[config.mk]
export PLATFORM = sky130hd
export DESIGN_NAME = muldiv_unit
export DESIGN_NICKNAME = d
export VERILOG_FILES = /design/src/rtl/core_pkg.sv /design/src/rtl/radix2_div_step.sv /design/src/rtl/muldiv_unit.sv
export SDC_FILE = /design/constraint.sdc
export NUM_CORES = 1
export LEC_CHECK = 0
export ABC_CLOCK_PERIOD_IN_PS = 9800
export CELL_PAD_IN_SITES_DETAIL_PLACEMENT = 0
export CELL_PAD_IN_SITES_GLOBAL_PLACEMENT = 2
export CORE_UTILIZATION = 38
export DETAILED_ROUTE_END_ITERATION = 7
export GPL_ROUTABILITY_DRIVEN = 1
export HOLD_SLACK_MARGIN = 0.08
export PLACE_DENSITY = 0.87
export SYNTH_ARGS = -nofsm -noshare
export SYNTH_HDL_FRONTEND = slang
export SYNTH_SLANG_ARGS = --single-unit
[constraint.sdc]
create_clock -name clk -period 9.8 [get_ports clk]
set_input_delay 2.45 -clock clk [delete_from_list [all_inputs] [get_ports clk]]
set_output_delay 2.45 -clock clk [all_outputs]
set_load 0.02 [all_outputs]
[src/rtl/core_pkg.sv]
// Shared core types: funct3 encodings and FSM states for the mul/div unit, plus writeback select.
// Pure type/constant package; no logic, latency or backpressure of its own.
package core_pkg;

  localparam logic [6:0] FUNCT7_MULDIV = 7'h01;

  typedef enum logic [2:0] {
    OP_MUL    = 3'd0,
    OP_MULH   = 3'd1,
    OP_MULHSU = 3'd2,
    OP_MULHU  = 3'd3,
    OP_DIV    = 3'd4,
    OP_DIVU   = 3'd5,
    OP_REM    = 3'd6,
    OP_REMU   = 3'd7
  } muldiv_op_e;

  typedef enum logic [1:0] {
    MD_IDLE,
    MD_MUL,
    MD_DIV,
    MD_DONE
  } muldiv_state_e;

  // Mul/div results leave EX on the ALU writeback path.
  typedef enum logic [1:0] {
    WB_ALU,
    WB_MEM,
    WB_PC4
  } wb_sel_e;

endpackage

[src/rtl/radix2_div_step.sv]
// One restoring-division iteration on {rem, quo}: shift left, trial-subtract, keep if no borrow.
// Purely combinational, zero latency, no flow control.
module radix2_div_step #(
  parameter int XLEN = 32
) (
  input  logic [XLEN-1:0] rem,
  input  logic [XLEN-1:0] quo,
  input  logic [XLEN-1:0] divisor,
  output logic [XLEN-1:0] rem_next,
  output logic [XLEN-1:0] quo_next
);

  logic [XLEN:0] shifted;
  logic [XLEN:0] diff;
  logic          fits;

  always_comb begin
    shifted  = {rem, quo[XLEN-1]};
    diff     = shifted - {1'b0, divisor};
    fits     = (shifted >= {1'b0, divisor});
    // rem < divisor on entry, so a successful subtract always fits back in XLEN bits.
    rem_next = fits ? diff[XLEN-1:0] : shifted[XLEN-1:0];
    quo_next = {quo[XLEN-2:0], fits};
  end

endmodule

[src/rtl/muldiv_unit.sv]
// Iterative RV32M mul/div: XLEN-cycle shift-add multiply (or 2-cycle fast multiply), XLEN-cycle restoring divide.
// Divide special cases finish in 1 cycle; start_i is ignored while busy_o, so issue must hold and stall.
module muldiv_unit
  import core_pkg::*;
#(
  parameter int XLEN     = 32,
  parameter int FAST_MUL = 0,
  parameter int RADDR_W  = 5
) (
  input  logic               clk,
  input  logic               rst_n,
  input  logic               start_i,
  input  logic [2:0]         op_i,
  input  logic [XLEN-1:0]    rs1_i,
  input  logic [XLEN-1:0]    rs2_i,
  input  logic [RADDR_W-1:0] rd_addr_i,
  input  logic               flush_i,
  output logic               busy_o,
  output logic               done_o,
  output logic [XLEN-1:0]    result_o,
  output logic [RADDR_W-1:0] rd_addr_o
);

  localparam int CNT_W = $clog2(XLEN) + 1;
  localparam logic [XLEN-1:0] INT_MIN = {1'b1, {(XLEN-1){1'b0}}};

  muldiv_state_e      state_q, state_d;
  muldiv_op_e         op_q;
  logic               neg_q;
  logic [RADDR_W-1:0] rd_q;
  logic [XLEN-1:0]    a_q;
  logic [2*XLEN-1:0]  acc_q;
  logic [CNT_W-1:0]   cnt_q;

  muldiv_op_e      op_in;
  logic            a_signed, b_signed, a_neg, b_neg;
  logic [XLEN-1:0] a_mag, b_mag;
  logic            is_div, div_zero, div_ovf, special;
  logic [XLEN-1:0] special_res;
  logic            accept, computing, last_iter;

  assign op_in = muldiv_op_e'(op_i);

  always_comb begin
    a_signed = op_in inside {OP_MUL, OP_MULH, OP_MULHSU, OP_DIV, OP_REM};
    b_signed = op_in inside {OP_MUL, OP_MULH, OP_DIV, OP_REM};
    a_neg    = a_signed & rs1_i[XLEN-1];
    b_neg    = b_signed & rs2_i[XLEN-1];
    a_mag    = a_neg ? -rs1_i : rs1_i;
    b_mag    = b_neg ? -rs2_i : rs2_i;
    is_div   = op_i[2];
    div_zero = (rs2_i == '0);
    div_ovf  = (op_in == OP_DIV || op_in == OP_REM) && (rs1_i == INT_MIN) && (rs2_i == '1);
    special  = is_div && (div_zero || div_ovf);
    // op_i[1] separates REM* from DIV* within the divide group.
    if (div_zero) special_res = op_i[1] ? rs1_i : '1;
    else          special_res = op_i[1] ? '0 : INT_MIN;
  end

  assign accept    = start_i && !flush_i && (state_q == MD_IDLE || state_q == MD_DONE);
  assign computing = (state_q == MD_MUL || state_q == MD_DIV);
  assign last_iter = computing && (cnt_q == CNT_W'(1));

  // Datapath for one iteration.
  logic [XLEN:0]     mul_sum;
  logic [2*XLEN-1:0] fast_prod;
  logic [XLEN-1:0]   div_rem, div_quo;
  logic [2*XLEN-1:0] acc_next;

  radix2_div_step #(.XLEN(XLEN)) u_div_step (
    .rem      (acc_q[2*XLEN-1:XLEN]),
    .quo      (acc_q[XLEN-1:0]),
    .divisor  (a_q),
    .rem_next (div_rem),
    .quo_next (div_quo)
  );

  always_comb begin
    mul_sum   = {1'b0, acc_q[2*XLEN-1:XLEN]} + (acc_q[0] ? {1'b0, a_q} : '0);
    fast_prod = {{XLEN{1'b0}}, a_q} * {{XLEN{1'b0}}, acc_q[XLEN-1:0]};
    if (state_q == MD_DIV)  acc_next = {div_rem, div_quo};
    else if (FAST_MUL != 0) acc_next = fast_prod;
    else                    acc_next = {mul_sum, acc_q[XLEN-1:1]};
  end

  // Sign fix-up is taken from the final iteration's output so it lands in the same edge.
  logic [2*XLEN-1:0] mul_full;
  logic [XLEN-1:0]   mul_res, div_mag, div_res, final_res;

  always_comb begin
    mul_full  = neg_q ? -acc_next : acc_next;
    mul_res   = (op_q == OP_MUL) ? mul_full[XLEN-1:0] : mul_full[2*XLEN-1:XLEN];
    div_mag   = op_q[1] ? acc_next[2*XLEN-1:XLEN] : acc_next[XLEN-1:0];
    div_res   = neg_q ? -div_mag : div_mag;
    final_res = op_q[2] ? div_res : mul_res;
  end

  always_ff @(posedge clk or negedge rst_n) begin
    if (!rst_n) state_q <= MD_IDLE;
    else        state_q <= state_d;
  end

  always_comb begin
    state_d = state_q;
    busy_o  = 1'b0;
    done_o  = 1'b0;
    case (state_q)
      MD_IDLE: begin
        if (accept) state_d = special ? MD_DONE : (is_div ? MD_DIV : MD_MUL);
      end
      MD_MUL, MD_DIV: begin
        busy_o = 1'b1;
        if (last_iter) state_d = MD_DONE;
      end
      MD_DONE: begin
        done_o  = 1'b1;
        state_d = MD_IDLE;
        if (accept) state_d = special ? MD_DONE : (is_div ? MD_DIV : MD_MUL);
      end
      default: state_d = MD_IDLE;
    endcase
    if (flush_i) state_d = MD_IDLE;
  end

  always_ff @(posedge clk or negedge rst_n) begin
    if (!rst_n) begin
      op_q      <= OP_MUL;
      neg_q     <= 1'b0;
      rd_q      <= '0;
      a_q       <= '0;
      acc_q     <= '0;
      cnt_q     <= '0;
      result_o  <= '0;
      rd_addr_o <= '0;
    end else if (accept) begin
      op_q  <= op_in;
      rd_q  <= rd_addr_i;
      neg_q <= (op_i[2] && op_i[1]) ? a_neg : (a_neg ^ b_neg);
      a_q   <= is_div ? b_mag : a_mag;
      acc_q <= {{XLEN{1'b0}}, is_div ? a_mag : b_mag};
      cnt_q <= ((FAST_MUL != 0) && !is_div) ? CNT_W'(1) : CNT_W'(XLEN);
      if (special) begin
        result_o  <= special_res;
        rd_addr_o <= rd_addr_i;
      end
    end else if (computing && !flush_i) begin
      acc_q <= acc_next;
      cnt_q <= cnt_q - CNT_W'(1);
      if (last_iter) begin
        result_o  <= final_res;
        rd_addr_o <= rd_q;
      end
    end
  end

endmodule

==> metrics.cfg <==
[floorplanning]
fp-row-count=78
num_io_pins=115
floorplan.initialDensity=0.388
dieArea_sq_mm=0.0475
die_w_um=218
coreArea_sq_mm=0.0457
die_h_um=218

[timing]
tightest_slew_ns=1.32
post-route-min-period_ns=6.71
layout_setup_ws_ns=3.09
hold_viol_final=0
rsz0062_at_grt=no
final_max_slew_viol_count=0
relSlewSlack=0.112
max_freq_ghz=0.149
fin_skew_ns=0.00952
setup_viol=0
finalCritPeriodShare=0.685
tns_ns=0

[grt]
grt_usage=0.367
antenna_found_initial=7
grt_pass1_vias=18600
grt_pass1_wl_um=127000
grt_overflow_total=0
grt_max_degree=97

[worst_setup_path]
cp.depth=21
arrival_ns=7.08
critical_path_required_ns=10.16
cp_slowest_cell=nor4_1
cp_cell_sequence=ha_1 -> nand2_1 -> o21ai_0 -> a22oi_1 -> and3_1 -> buf_4 -> o211ai_2 -> o21ai_0 -> ha_1 -> o21ai_0 -> nor4_1 -> and2_1 -> nor2b_1 -> nand2_1 -> or3_1 -> nor4_1 -> nand4_1 -> o31ai_1 -> xnor2_1 -> a221oi_1 -> or2_1
cpMostUsedCell=o21ai_0
end_kind=register
worstPathMaxFanout=14
crit_family=simple AND/OR/NAND/NOR gates
worst-setup-path-type=register to register
crit_path_start_kind=register
cpPeakStageDelay_ns=0.66
critical_path_buf_inv_count=1
r2r_cells=21

[yosys]
synth_fp_nets=2613
synthMuxAreaShare=0.0432
synth_area_leaders=dfrtp_1 (21%), o21ai_0 (7.1%), nand2_1 (6.9%)
postSynthAreaPerCell_sq_um=7.20
yosys.area_share.simple=0.245
synth_compound_gate_area_share=0.321
ys_seq_elements=150
synth_seq_area_share=0.212
yosys.area.top_type=dfrtp_1
postSynthCellCount=2461
synth_top_family_by_area=compound AO/OA/AOI/OAI gates
synth_top_area_share=0.212
synth_area_sq_mm=0.0177
synth_edf_count=0
dominantRegCellSynth=dfrtp_1
synth_cell_types=108
synthAdderAreaFrac=0.0545
synth_warnings=0
synth-xor-area-share=0.0736
synthArstFlopShare=1.00

[placement]
dp.cells=3067
dp_hpwl_um=68800
io_buffer_count=114
place_congestion=1.03
dpl_worst_slack_ns=2.64

[drt]
wl_um=87800
first_pass_iters=6
vias=20049
drt_iter0_drc=2323
drtAntennaViolNets=0
via_per_inst=6.47
avgRoutedWirePerCell_um=28.3
remaining_drc_errors=0

[cells_and_area]
layout-drive-gt1-share=0.0668
syn2layout_area_growth_pct=12.2
fin_nets=2638
final_cells=3099
final_core_util=0.436
seqCellArea_sq_mm=0.00375
diodes=0
nFillCells=4821
multiInputGateArea_sq_mm=0.0131

[clocking]
clock-sinks=150
root_buffer=clkbuf_16
post-cts-setup-buffers=0
htreeDepth=4
clk_pin_slew_ns=0.07
cts_tree=built
numCtsBuffers=17
worstSkewPairLatency_ns=0.47
cts_resized=0
cts_buffer_depth=2
hold_buffers=0

[min_path]
min_path_type=register to register
min_delay_path_depth=2

[pwr]
irDropWorstVdd_uv=426
leakage_nw=7.68
cellPowerDensity_mw_per_mm2=449

[outcome]
outcome=completed

[run]
timing.max_cap.violations=0

## path summary, 6_finish.rpt
check | start | end | slack [ns]
min in group asynchronous | rst_n | acc_q[62] | 2.08
worst max register to register | acc_q[59] | result_o[26] | 3.09
max in group asynchronous | rst_n | neg_q | 6.16
worst max-delay path | acc_q[59] | result_o[26] | 3.09
worst min register to register | rd_q[0] | rd_q[0] | 0.47
worst min-delay path | rd_q[0] | rd_q[0] | 0.47
## registers in the layout, indices dropped and copies added (netlist names)
name	cells
a_q	32
state_q	2
op_q	3
acc_q	64
rd_q	5
result_o	32
rd_addr_o	5
neg_q	1
cnt_q	6
## layout make-up
type / count / share of cell area
Multi-Input combinational cell: 2088 / 0.660
Sequential cell: 150 / 0.189
Timing Repair Buffer: 152 / 0.0716
Tap cell: 600 / 0.0377
Clock buffer: 21 / 0.0226
Inverter: 77 / 0.0145
Clock inverter: 11 / 0.00503
## power breakdown
group | internal (mW) | switching (mW) | total [mW]
sequential | 0.901 | 0.321 | 1.22
clock | 0.355 | 0.308 | 0.664
combinational | 2.25 | 4.80 | 7.05
total | 3.51 | 5.43 | 8.93
## worst reg2reg max path, delay by kind of cell (launching register included)
| kind | cells | cell delay (ns) |
|---|---|---|
| AND/OR/NAND/NOR | 10 | 3.10 |
| XOR/XNOR | 1 | 0.16 |
| adder cells (fa/ha/maj) | 2 | 0.72 |
| AO/OA/AOI/OAI | 7 | 1.93 |
| buffers and inverters | 1 | 0.24 |
| flip-flops | 1 | 0.44 |
## layout by cell type (no fill, tap or decap), types with 58 or more instances in the layout
cell type / instances
a21oi_1: 203
nand2_1: 325
inv_1: 77
xor2_1: 65
ha_1: 73
nor2_1: 226
o21ai_0: 253
xnor2_1: 84
o211ai_1: 58
clkdlybuf4s50_1: 112
nor3_1: 70
dfrtp_1: 149
## synth_stat cells, types with 50 or more instances
library cell  count
nand2_1         326
o21ai_0         253
nor2_1          228
a21oi_1         204
dfrtp_1         150
clkbuf_1        104
xnor2_1          84
inv_1            77
ha_1             74
nor3_1           71
xor2_1           65
o211ai_1         58
and2_1           53
nand3_1          50
## logic make-up (layout without fill, tap and decap cells)
logic type / after synthesis / in the layout
AOI/OAI and AO/OA: 878 / 878
muxes: 72 / 72
adders and majority gates: 76 / 76
DFF: 150 / 150
and+or+nand+nor: 913 / 913
xor gates and xnor gates: 149 / 149
buffers and inverters: 223 / 261
## through the flow
stage | power [mW] | hold WS [ns] | area, sq um
2_1_floorplan | 5.60 | 0.440 | 17700
5_1_grt | 9.37 | 0.487 | 19900
3_5_place_dp | 8.02 | 0.458 | 19300
4_1_cts | 8.71 | 0.474 | 19900
3_3_place_gp | 8.03 | 0.453 | 19300
6_report | 8.93 | 0.470 | 19900
## routing by layer
| layer | track usage | part of all wire | up-vias |
|---|---|---|---|
| met5 | 0 | 0.00015 | - |
| met4 | 0.186 | 0.054 | 2 |
| met3 | 0.0534 | 0.074 | 188 |
| met2 | 0.574 | 0.45 | 927 |
| met1 | 0.490 | 0.43 | 9814 |
| li1 | - | - | 9118 |
No activity file was read; power rests on OpenSTA's default activity.
